**config.mk**
```make
export PLATFORM = sky130hd
export DESIGN_NAME = stage_4_pack
export DESIGN_NICKNAME = d
export VERILOG_FILES = /design/src/rtl/stage_pkg.sv /design/src/rtl/stage_fifo.sv /design/src/rtl/stage_4_pack.sv
export SDC_FILE = /design/constraint.sdc
export NUM_CORES = 1
export LEC_CHECK = 0
export ABC_AREA = 1
export ABC_CLOCK_PERIOD_IN_PS = 2840
export BUFFER_PORTS_ARGS = -buffer_cell sky130_fd_sc_hd__buf_4
export CAP_MARGIN = 20
export CORE_MARGIN = 2
export CORE_UTILIZATION = 55
export CTS_BUF_LIST = sky130_fd_sc_hd__clkbuf_16
export DETAILED_ROUTE_END_ITERATION = 8
export HOLD_SLACK_MARGIN = 0.02
export PLACE_DENSITY = 0.89
export SYNTH_ARGS = -nofsm -noshare
export SYNTH_HDL_FRONTEND = slang
export SYNTH_SLANG_ARGS = --single-unit
```
**constraint.sdc**
```tcl
create_clock -name i_clk -period 2.84 [get_ports i_clk]
set_input_delay 0.426 -clock i_clk [delete_from_list [all_inputs] [get_ports i_clk]]
set_output_delay 0.426 -clock i_clk [all_outputs]
set_load 0.05 [all_outputs]
```
**src/rtl/stage_pkg.sv**
```systemverilog
// Shared definitions for the pipeline stages: default word width and pack FSM states.
package stage_pkg;

    localparam int DEFAULT_DATA_W = 16;

    typedef enum logic {
        PK_LOW  = 1'b0,
        PK_HIGH = 1'b1
    } pack_state_t;

endpackage

```
**src/rtl/stage_fifo.sv**
```systemverilog
// Small synchronous FIFO with flush; head is presented combinationally and reads as 0 when empty.
module stage_fifo #(
    parameter int WIDTH = 32,
    parameter int DEPTH = 2,
    localparam int AW = (DEPTH > 1) ? $clog2(DEPTH) : 1,
    localparam int CW = $clog2(DEPTH + 1)
) (
    input  logic             i_clk,
    input  logic             i_rst,
    input  logic             i_flush,
    input  logic             i_push,
    input  logic             i_pop,
    input  logic [WIDTH-1:0] i_data,
    output logic [WIDTH-1:0] o_data,
    output logic [CW-1:0]    o_count
);

    logic [WIDTH-1:0] mem [DEPTH];
    logic [AW-1:0]    wr_ptr;
    logic [AW-1:0]    rd_ptr;
    logic [CW-1:0]    count;

    // DEPTH is a power of two, so pointers wrap by natural overflow.
    always_ff @(posedge i_clk or posedge i_rst) begin
        if (i_rst) begin
            wr_ptr <= '0;
            rd_ptr <= '0;
            count  <= '0;
        end else if (i_flush) begin
            wr_ptr <= '0;
            rd_ptr <= '0;
            count  <= '0;
        end else begin
            if (i_push) wr_ptr <= wr_ptr + AW'(1);
            if (i_pop)  rd_ptr <= rd_ptr + AW'(1);
            case ({i_push, i_pop})
                2'b10:   count <= count + CW'(1);
                2'b01:   count <= count - CW'(1);
                default: count <= count;
            endcase
        end
    end

    always_ff @(posedge i_clk) begin
        if (i_push && !i_flush) mem[wr_ptr] <= i_data;
    end

    assign o_data  = (count != '0) ? mem[rd_ptr] : '0;
    assign o_count = count;

endmodule

```
**src/rtl/stage_4_pack.sv**
```systemverilog
// Output packing stage: pairs 16-bit words into 32-bit words and buffers them toward the sink.
// Optional running checksum of popped words is enabled by defining STAGE4_CHECKSUM_EN.
module stage_4_pack
    import stage_pkg::*;
#(
    parameter int DATA_W = DEFAULT_DATA_W,
    parameter int DEPTH  = 2
) (
    input  logic                i_clk,
    input  logic                i_rst,
    input  logic                i_flush,
    input  logic                i_internal_stall,
    input  logic [DATA_W-1:0]   i_data,
    input  logic                i_valid,
    output logic                o_stall,
    output logic                o_current_ce,
    input  logic                i_stall,
    output logic [2*DATA_W-1:0] o_data,
    output logic                o_valid
`ifdef STAGE4_CHECKSUM_EN
    ,
    output logic [DATA_W-1:0]   o_checksum
`endif
);

    localparam int CW = $clog2(DEPTH + 1);
    localparam logic [CW-1:0] FULL = CW'(DEPTH);

    pack_state_t     state_q;
    pack_state_t     state_n;
    logic [DATA_W-1:0] lo_q;
    logic [DATA_W-1:0] lo_n;
    logic [CW-1:0]   count;
    logic            accept;
    logic            push;
    logic            pop;

    // CE depends only on FIFO occupancy and the local stall, never on the sink.
    assign o_current_ce = !i_internal_stall && (count != FULL);
    assign o_stall      = !o_current_ce;
    assign o_valid      = (count != '0);
    assign accept       = i_valid && o_current_ce && !i_flush;
    assign pop          = o_valid && !i_stall && !i_flush;

    always_ff @(posedge i_clk or posedge i_rst) begin
        if (i_rst) begin
            state_q <= PK_LOW;
            lo_q    <= '0;
        end else begin
            state_q <= state_n;
            lo_q    <= lo_n;
        end
    end

    always_comb begin
        state_n = state_q;
        lo_n    = lo_q;
        push    = 1'b0;
        if (i_flush) begin
            state_n = PK_LOW;
            lo_n    = '0;
        end else if (accept) begin
            case (state_q)
                PK_LOW: begin
                    lo_n    = i_data;
                    state_n = PK_HIGH;
                end
                PK_HIGH: begin
                    push    = 1'b1;
                    state_n = PK_LOW;
                end
                default: state_n = PK_LOW;
            endcase
        end
    end

    stage_fifo #(
        .WIDTH (2*DATA_W),
        .DEPTH (DEPTH)
    ) u_fifo (
        .i_clk   (i_clk),
        .i_rst   (i_rst),
        .i_flush (i_flush),
        .i_push  (push),
        .i_pop   (pop),
        .i_data  ({i_data, lo_q}),
        .o_data  (o_data),
        .o_count (count)
    );

`ifdef STAGE4_CHECKSUM_EN
    // Flush deliberately leaves the checksum alone; only reset clears it.
    always_ff @(posedge i_clk or posedge i_rst) begin
        if (i_rst) begin
            o_checksum <= '0;
        end else if (pop) begin
            o_checksum <= o_checksum + o_data[2*DATA_W-1:DATA_W] + o_data[DATA_W-1:0];
        end
    end
`endif

endmodule

```
==> summary.txt, run 1 <==
Clocking
  • Clock sinks: 85
  • Clock root buffer master: clkbuf_16
  • CTS tree: built
  • Post_cts resized: 0
  • CTS buffer count: 9
  • Setup Buffers After CTS: 0
  • Clock Path Buffers: 2
  • Htree depth: 3
  • Hold-fix buffers, CTS: 0
  • Clock Pin Slew Worst Setup and Hold Paths: 60 ps
  • Clk Latency, worst-skew pair: 330 ps

Job
  • Number of max-cap violations: 0

Die
  • # rows: 28
  • Die ar.: 0.00686 mm²
  • Core Area: 0.00596 mm²
  • Vert. Die Dim: about 83 µm
  • Die width: just over 80 µm
  • Initial Util: 57.4%
  • I/O pins: between 50 and 60

Synthesis
  • Seq/Total Area, Yosys: between 70 and 80%
  • Ys flop type: edfxtp_1
  • Cell taking the most area after synthesis: edfxtp_1
  • Count of cell types in the netlist: 21
  • Syn nets: 311
  • Top cells by count, synth: nand2_1, edfxtp_1, a21oi_1
  • Syn. warnings: 0
  • FFs w/ async S/R, synth: 24.7%
  • Most frequent cell after synthesis: nand2_1
  • Syn_area_per_cell: 11.8 µm²
  • Synth Register Bits: 85
  • Yosys top cell area share: 56.3%
  • Post-synthesis cell count: 289
  • Number of flops mapped to enable cells by yosys: 64
  • Synth area leaders: edfxtp_1, dfrtp_1, nand2_1
  • Mapped Area: between 0.003 and 0.004 mm²

Critical path
  • Worst setup EP type: primary output
  • Crit Path Class: flip-flop to primary output
  • Critical Path, Cell by Cell: inv_1 -> buf_4 -> nand2_1 -> a21oi_1 -> buf_4
  • Critical path's largest stage delay: roughly 410 ps
  • Critical path's top delay family: buffers and inverters
  • Worst EP arrival: 1870 ps
  • Startpoint types: flip-flop
  • Required @ worst endpoint: approximately 2400 ps
  • CP max FO: 18
  • Critical-path top delay cell: inv_1
  • Worst path bufs/invs: 3
  • CP dominant cell by count: buf_4

Power and ir drop
  • Worst VDD drop: between 700 and 800 µV
  • Sw frac: 40.2%
  • Pwr dens: 1030 mW/mm²
  • Sw power: 0.00176 W
  • Clock share of power: 27.5%
  • Cell leakage power: 1.76 nW
  • Flop pwr share: 33.4%
  • Combinational Power Share: 39.2%
  • Internal power: between 0.002 and 0.003 W

Layout
  • P&R area growth vs syn: 24.4%
  • Fillers: a little under 400
  • Ant. Diodes: 0
  • Fin area: between 0.004 and 0.005 mm²
  • Layout cell share with drive strength beyond 1: 28.5%
  • Final net count: 372

STA
  • Layout Skew: about 5.8 ps
  • Final cycle utilization of the critical path: 80.9%
  • Fmax: 435 MHz
  • Worst Tran Pin Value: 908 ps
  • Relative slew slack: 39.4%
  • RSZ-0062 raised after global routing: false
  • Setup TNS: 0 ps
  • Min Tclk post-route: 2300 ps
  • Slew Viols, Final: 0
  • Final hold vios: 0
  • Setup violators final: 0

Detailed routing
  • DRT Wirelength: 7020 µm
  • Via-per-instance ratio: 5.54
  • DRT iter0 DRCs: between 150 and 200
  • WL/cell: roughly 16 µm
  • DRC Markers: 0
  • DRT antenna net count: 0
  • 1st-pass router iterations: 4
  • Vias: 2381

Global routing
  • Initial antenna violation count: 0
  • Gr ovfl total: 0
  • Vias in the first global route: around 2300
  • Pin count of the biggest net entering global routing: 35
  • All-Layer GR Usage: 20.8%
  • First-pass GRT wire length: 10900 µm

Placement
  • Hpwl dp: between 4000 and 5000 µm
  • IO buf count: 56
  • Area after DPL: 0.00394 mm²
  • GPL Wtd Cong: 0.799

Worst hold path
  • HP Class: input port to async pin

Status
  • Status: finished, final reports clean
[layout by cell type, fill, tap and decap left out]
cell | Yosys | final
nand2_1 | 75 | 75
edfxtp_1 | 64 | 64
buf_4 | 1 | 62
a21oi_1 | 33 | 33
inv_1 | 27 | 29
nand3_1 | 21 | 21
dfrtp_1 | 21 | 21
o21ai_2 | 10 | 10
clkbuf_16 | 0 | 9
o21ai_0 | 8 | 8
nor2_2 | 3 | 4
nand2_2 | 3 | 3
inv_2 | 3 | 3
bufinv_16 | 0 | 2
nor2_1 | 3 | 1
nand4_2 | 1 | 1
o21ai_1 | 1 | 1
nand3_4 | 1 | 1
nand2_4 | 1 | 1
o21ai_4 | 1 | 1
nor2_4 | 0 | 1
clkinv_2 | 0 | 1
clkinvlp_4 | 0 | 1
clkinv_1 | 0 | 1
buf_12 | 0 | 1
[power by group through the flow]
stage / logic (W) / registers, W / clock network (W)
2_1_floorplan: 0.00122 / 0.00147 / 0
3_3_place_gp: 0.00168 / 0.00147 / 0
3_5_place_dp: 0.00171 / 0.00148 / 0
4_1_cts: 0.00172 / 0.00146 / 0.00121
5_1_grt: 0.00181 / 0.00146 / 0.00126
6_report: 0.00171 / 0.00146 / 0.00120
[sequential cells by signal, indices dropped and copies added (netlist names)]
signal and count:
u_fifo.mem 64, u_fifo.rd_ptr 1, u_fifo.wr_ptr 1, u_fifo.o_count 2, state_q 1, lo_q 16
[per-stage QoR]
stage | total power, W | cells | util, % | hold slack, ps | setup slack [ps]
2_1_floorplan | 0.00269 | 289 | - | 403 | 282
3_3_place_gp | 0.00315 | 414 | 66.2 | 449 | 925
3_5_place_dp | 0.00319 | 414 | 66.2 | 455 | 886
4_1_cts | 0.00439 | 430 | 71.3 | 274 | 553
5_1_grt | 0.00453 | 430 | 71.3 | 276 | 461
6_report | 0.00437 | 430 | 71.3 | 288 | 543
[kinds of logic (layout without fill, tap and decap cells)]
logic type | after synthesis | in the layout | synth area share (%)
flip-flops | 85 | 85 | 71.6
AO/OA/AOI/OAI | 53 | 53 | 9.19
buffers and inverters | 43 | 109 | 5.20
AND/OR/NAND/NOR | 108 | 108 | 14.0
[worst reg2reg max path, cell delays in order (launching register included)]
cell,delay (ps)
dfrtp_1,420
inv_1,60
nor2_1,140
nand4_2,230
nor2_2,440
buf_12,260
[metal layers]
metal	global-route usage [%]	part of all wire [%]	up-vias
met3	5.86	6.3	14
met1	23.7	38	1170
li1	-	-	1102
met5	0	0	-
met2	36.5	53	95
met4	9.09	2.3	0
[path summary, 6_finish.rpt]
path	start	to	slack [ps]	cells past startpoint
worst max-delay path	u_fifo.rd_ptr	o_data[21]	540	5
worst min-delay path	i_rst	lo_q[13]	290	2
worst max register to register	state_q	u_fifo.mem[1][31]	970	5
worst min register to register	lo_q[15]	u_fifo.mem[0][15]	470	0
max in group asynchronous	i_rst	lo_q[12]	1990	2
min in group i_clk	i_data[3]	u_fifo.mem[1][19]	290	1
[layout make-up]
cell class / count / area (µm²) / share of cell area [%]
flip-flops and latches: 85 / 2450 / 57.6
multi-input cells: 161 / 801 / 18.8
repair buffers: 63 / 485 / 11.4
clock buffers: 9 / 225 / 5.30
inverters: 30 / 113 / 2.65
well taps: 75 / 93.8 / 2.21
clock inverters: 7 / 83.8 / 1.97
Note: power is estimated with default switching activity, not from simulation.
==> inputs of run 2 (changes only) <==
--- a/config.mk
+++ b/config.mk
@@ -6,15 +6,15 @@
 export NUM_CORES = 1
 export LEC_CHECK = 0
 export ABC_AREA = 1
-export ABC_CLOCK_PERIOD_IN_PS = 2840
+export ABC_CLOCK_PERIOD_IN_PS = 1800
 export BUFFER_PORTS_ARGS = -buffer_cell sky130_fd_sc_hd__buf_4
 export CAP_MARGIN = 20
 export CORE_MARGIN = 2
-export CORE_UTILIZATION = 55
+export CORE_UTILIZATION = 50
 export CTS_BUF_LIST = sky130_fd_sc_hd__clkbuf_16
 export DETAILED_ROUTE_END_ITERATION = 8
 export HOLD_SLACK_MARGIN = 0.02
-export PLACE_DENSITY = 0.89
+export PLACE_DENSITY = 0.86
 export SYNTH_ARGS = -nofsm -noshare
 export SYNTH_HDL_FRONTEND = slang
 export SYNTH_SLANG_ARGS = --single-unit
==> constraint.sdc (replaced) <==
create_clock -name i_clk -period 1.8 [get_ports i_clk]
set_input_delay 0.27 -clock i_clk [delete_from_list [all_inputs] [get_ports i_clk]]
set_output_delay 0.27 -clock i_clk [all_outputs]
set_load 0.05 [all_outputs]
==> run 2 against run 1 <==
Net effect:
- cell count rose by 1.9%
- power rose by 73%
- die area rose by 9.5%
- design area rose by 6.4%
- utilization fell by 4.1 points
- non-clock buffer count rose by 4
- global-route usage fell by 0.86 points
- sequential share of layout area fell by 3.5 points
- sequential power rose by 58%
- highest routed layer unchanged
==> summary.txt, run 2 (synthesis results as in run 1) <==
Status
  • Status: finished, final reports clean (unchanged)

Layout
  • Final Non-Filler Cells: 438 (was 430)
  • Final net count: 376 (was 372)
  • Commonest non-fill, non-tap cell in the layout: nand2_1 (unchanged)
  • Largest reg by FF count: u_fifo.mem (unchanged)
  • P&R area growth vs syn: 32.3% (was 24.4%)
  • Ant. Diodes: 0 (unchanged)
  • Final core occ: 67.3% (was 71.3%)
  • Commonest non-fill, non-tap cells in the layout: nand2_1, edfxtp_1, buf_4, a21oi_2, inv_1 (was nand2_1, edfxtp_1, buf_4, a21oi_1, inv_1)
  • Max reg flops: 64 (unchanged)
  • Layout cell share with drive strength beyond 1: 37.7% (was 28.5%)

Die
  • Vert. Die Dim: 86.7 µm (was 82.8 µm)
  • I/O pins: 57 (unchanged)
  • Die ar.: 0.00751 mm² (was 0.00686 mm²)
  • Die width: 86.7 µm (was 82.8 µm)
  • Initial Util: 50.8% (was 57.4%)
  • Core Area: 0.00672 mm² (was 0.00596 mm²)
  • # rows: 30 (was 28)

Placement
  • Inst Count DP: 421 (was 414)
  • IO buf count: 56 (unchanged)
  • GPL Wtd Cong: 0.817 (was 0.799)
  • Hpwl dp: 4520 µm (was 4170 µm)

Detailed routing
  • DRT iter0 DRCs: 157 (was 171)
  • DRT Wirelength: 7220 µm (was 7020 µm)
  • Via-per-instance ratio: 5.20 (was 5.54)
  • 1st-pass router iterations: 4 (unchanged)
  • Vias: 2278 (was 2381)
  • WL/cell: 16.5 µm (was 16.3 µm)
  • DRT antenna net count: 0 (unchanged)
  • DRC Markers: 0 (unchanged)

Clocking
  • Clock Path Buffers: 2 (unchanged)
  • CTS buffer count: 9 (unchanged)
  • Clock sinks: 85 (unchanged)
  • CTS tree: built (unchanged)
  • Clk Latency, worst-skew pair: 320 ps (was 330 ps)
  • Clock Pin Slew Worst Setup and Hold Paths: 60 ps (about the same)
  • Htree depth: 3 (unchanged)
  • Clock root buffer master: clkbuf_16 (unchanged)

Critical path
  • Worst EP arrival: 1470 ps (was 1870 ps)
  • Worst setup EP type: primary output (unchanged)
  • Capturing point of the worst reg2reg path: u_fifo.mem[1][7] (was u_fifo.mem[1][31])
  • Crit Path Class: flip-flop to primary output (unchanged)
  • Required @ worst endpoint: 1530 ps (was 2410 ps)
  • Startpoint types: flip-flop (unchanged)
  • Reg2reg setup slack: 180 ps (was 970 ps)
  • CP max FO: 17 (was 18)
  • Worst r2r src: state_q (unchanged)
  • Register-to-Register Path Depth: 5 (unchanged)

STA
  • Layout Skew: 5.36 ps (was 5.81 ps)
  • Setup violators final: 0 (unchanged)
  • Hold WS: 139 ps (was 288 ps)
  • Relative slew slack: 62.0% (was 39.4%)
  • Slew Viols, Final: 0 (unchanged)
  • Final hold vios: 0 (unchanged)
  • Fmax: 576 MHz
  • Worst Tran Pin Value: 567 ps (was 908 ps)
  • Final cycle utilization of the critical path: 96.4%
  • RSZ-0062 raised after global routing: false (unchanged)
  • Min Tclk post-route: between 1500 and 2000 ps

Global routing
  • Pin count of the biggest net entering global routing: 35 (unchanged)
  • Vias in the first global route: 2284 (was 2281)
  • First-pass GRT wire length: 11300 µm (was 10900 µm)
  • Initial antenna violation count: 0 (unchanged)
  • All-Layer GR Usage: 19.9% (was 20.8%)
  • Gr ovfl total: 0 (unchanged)

Power and ir drop
  • Pwr dens: 1680 mW/mm² (was 1030 mW/mm²)
  • Final Total Pwr: 0.00757 W (was 0.00437 W)
  • Worst VDD drop: 1010 µV (was 792 µV)
  • Cell leakage power: 1.82 nW (was 1.76 nW)

Worst hold path
  • Hold Path End: u_fifo.mem[1][19]
  • Worst hold start: i_data[3]
  • HP Class: input port to flip-flop (was input port to async pin)
  • WHS Path Cells: 1

Job
  • Number of max-cap violations: 0 (unchanged)
## run 2: cell type report
cell class	count	area [µm²]
fill	479	2200
inverter	30	113
sequential	85	2450
clock buffer	9	225
tap	80	100
multi-input combinational	161	923
timing repair buffer	67	584
clock inverter	6	128
## run 2: critical path, stage by stage, from the launching register on
cell and delay (ps):
dfrtp_1 430, nor2_4 220, buf_12 210, a21oi_1 80, buf_4 190
## run 2: report_power, final
| group | internal, W | switching, W |
|---|---|---|
| combinational | 0.000923 | 0.00219 |
| sequential | 0.00223 | 0.0000851 |
| clock | 0.00148 | 0.000676 |
| total | 0.00463 | 0.00295 |
## run 2: how the worst max path moves through the flow
stage | slack [ps] | from | cells past startpoint | to
global route | 10 | u_fifo.rd_ptr | 5 | o_data[12]
floorplan | -250 | state_q | 4 | u_fifo.mem[0][0]
detailed placement | 190 | u_fifo.o_count[0] | 5 | u_fifo.mem[1][11]
CTS | 40 | u_fifo.rd_ptr | 5 | o_data[12]
global placement | 250 | u_fifo.o_count[0] | 5 | u_fifo.mem[0][11]
finish | 60 | u_fifo.o_count[1] | 4 | o_data[12]
## run 2: stage by stage
stage	setup WS [ps]	cell area, µm²	setup TNS (ps)
after detailed placement	190	4110	0
after floorplan	-247	3530	-15800
after CTS	35.2	4480	0
after global routing	11.9	4520	0
final	64.9	4520	0
after global placement	253	4110	0
## run 2: what timing repair did
action,4_1_cts,5_1_grt
resized for setup,1,6
endpoints found under the setup margin,3,6
endpoints found under the hold margin,21,0
buffers inserted,0,0
cloned,0,1
hold buffers,1,0
pin swaps,0,1
## run 2: metal layers
metal / wire length (µm) / up-vias / track usage, % / share of wire [%]
li1: - / 1106 / - / -
met1: 3070 / 1082 / 26.4 / 43
met2: 3690 / 86 / 32.9 / 51
met3: 423 / 4 / 4.86 / 5.9
met4: 35 / 0 / 5.97 / 0.48
met5: 0 / - / 0 / 0
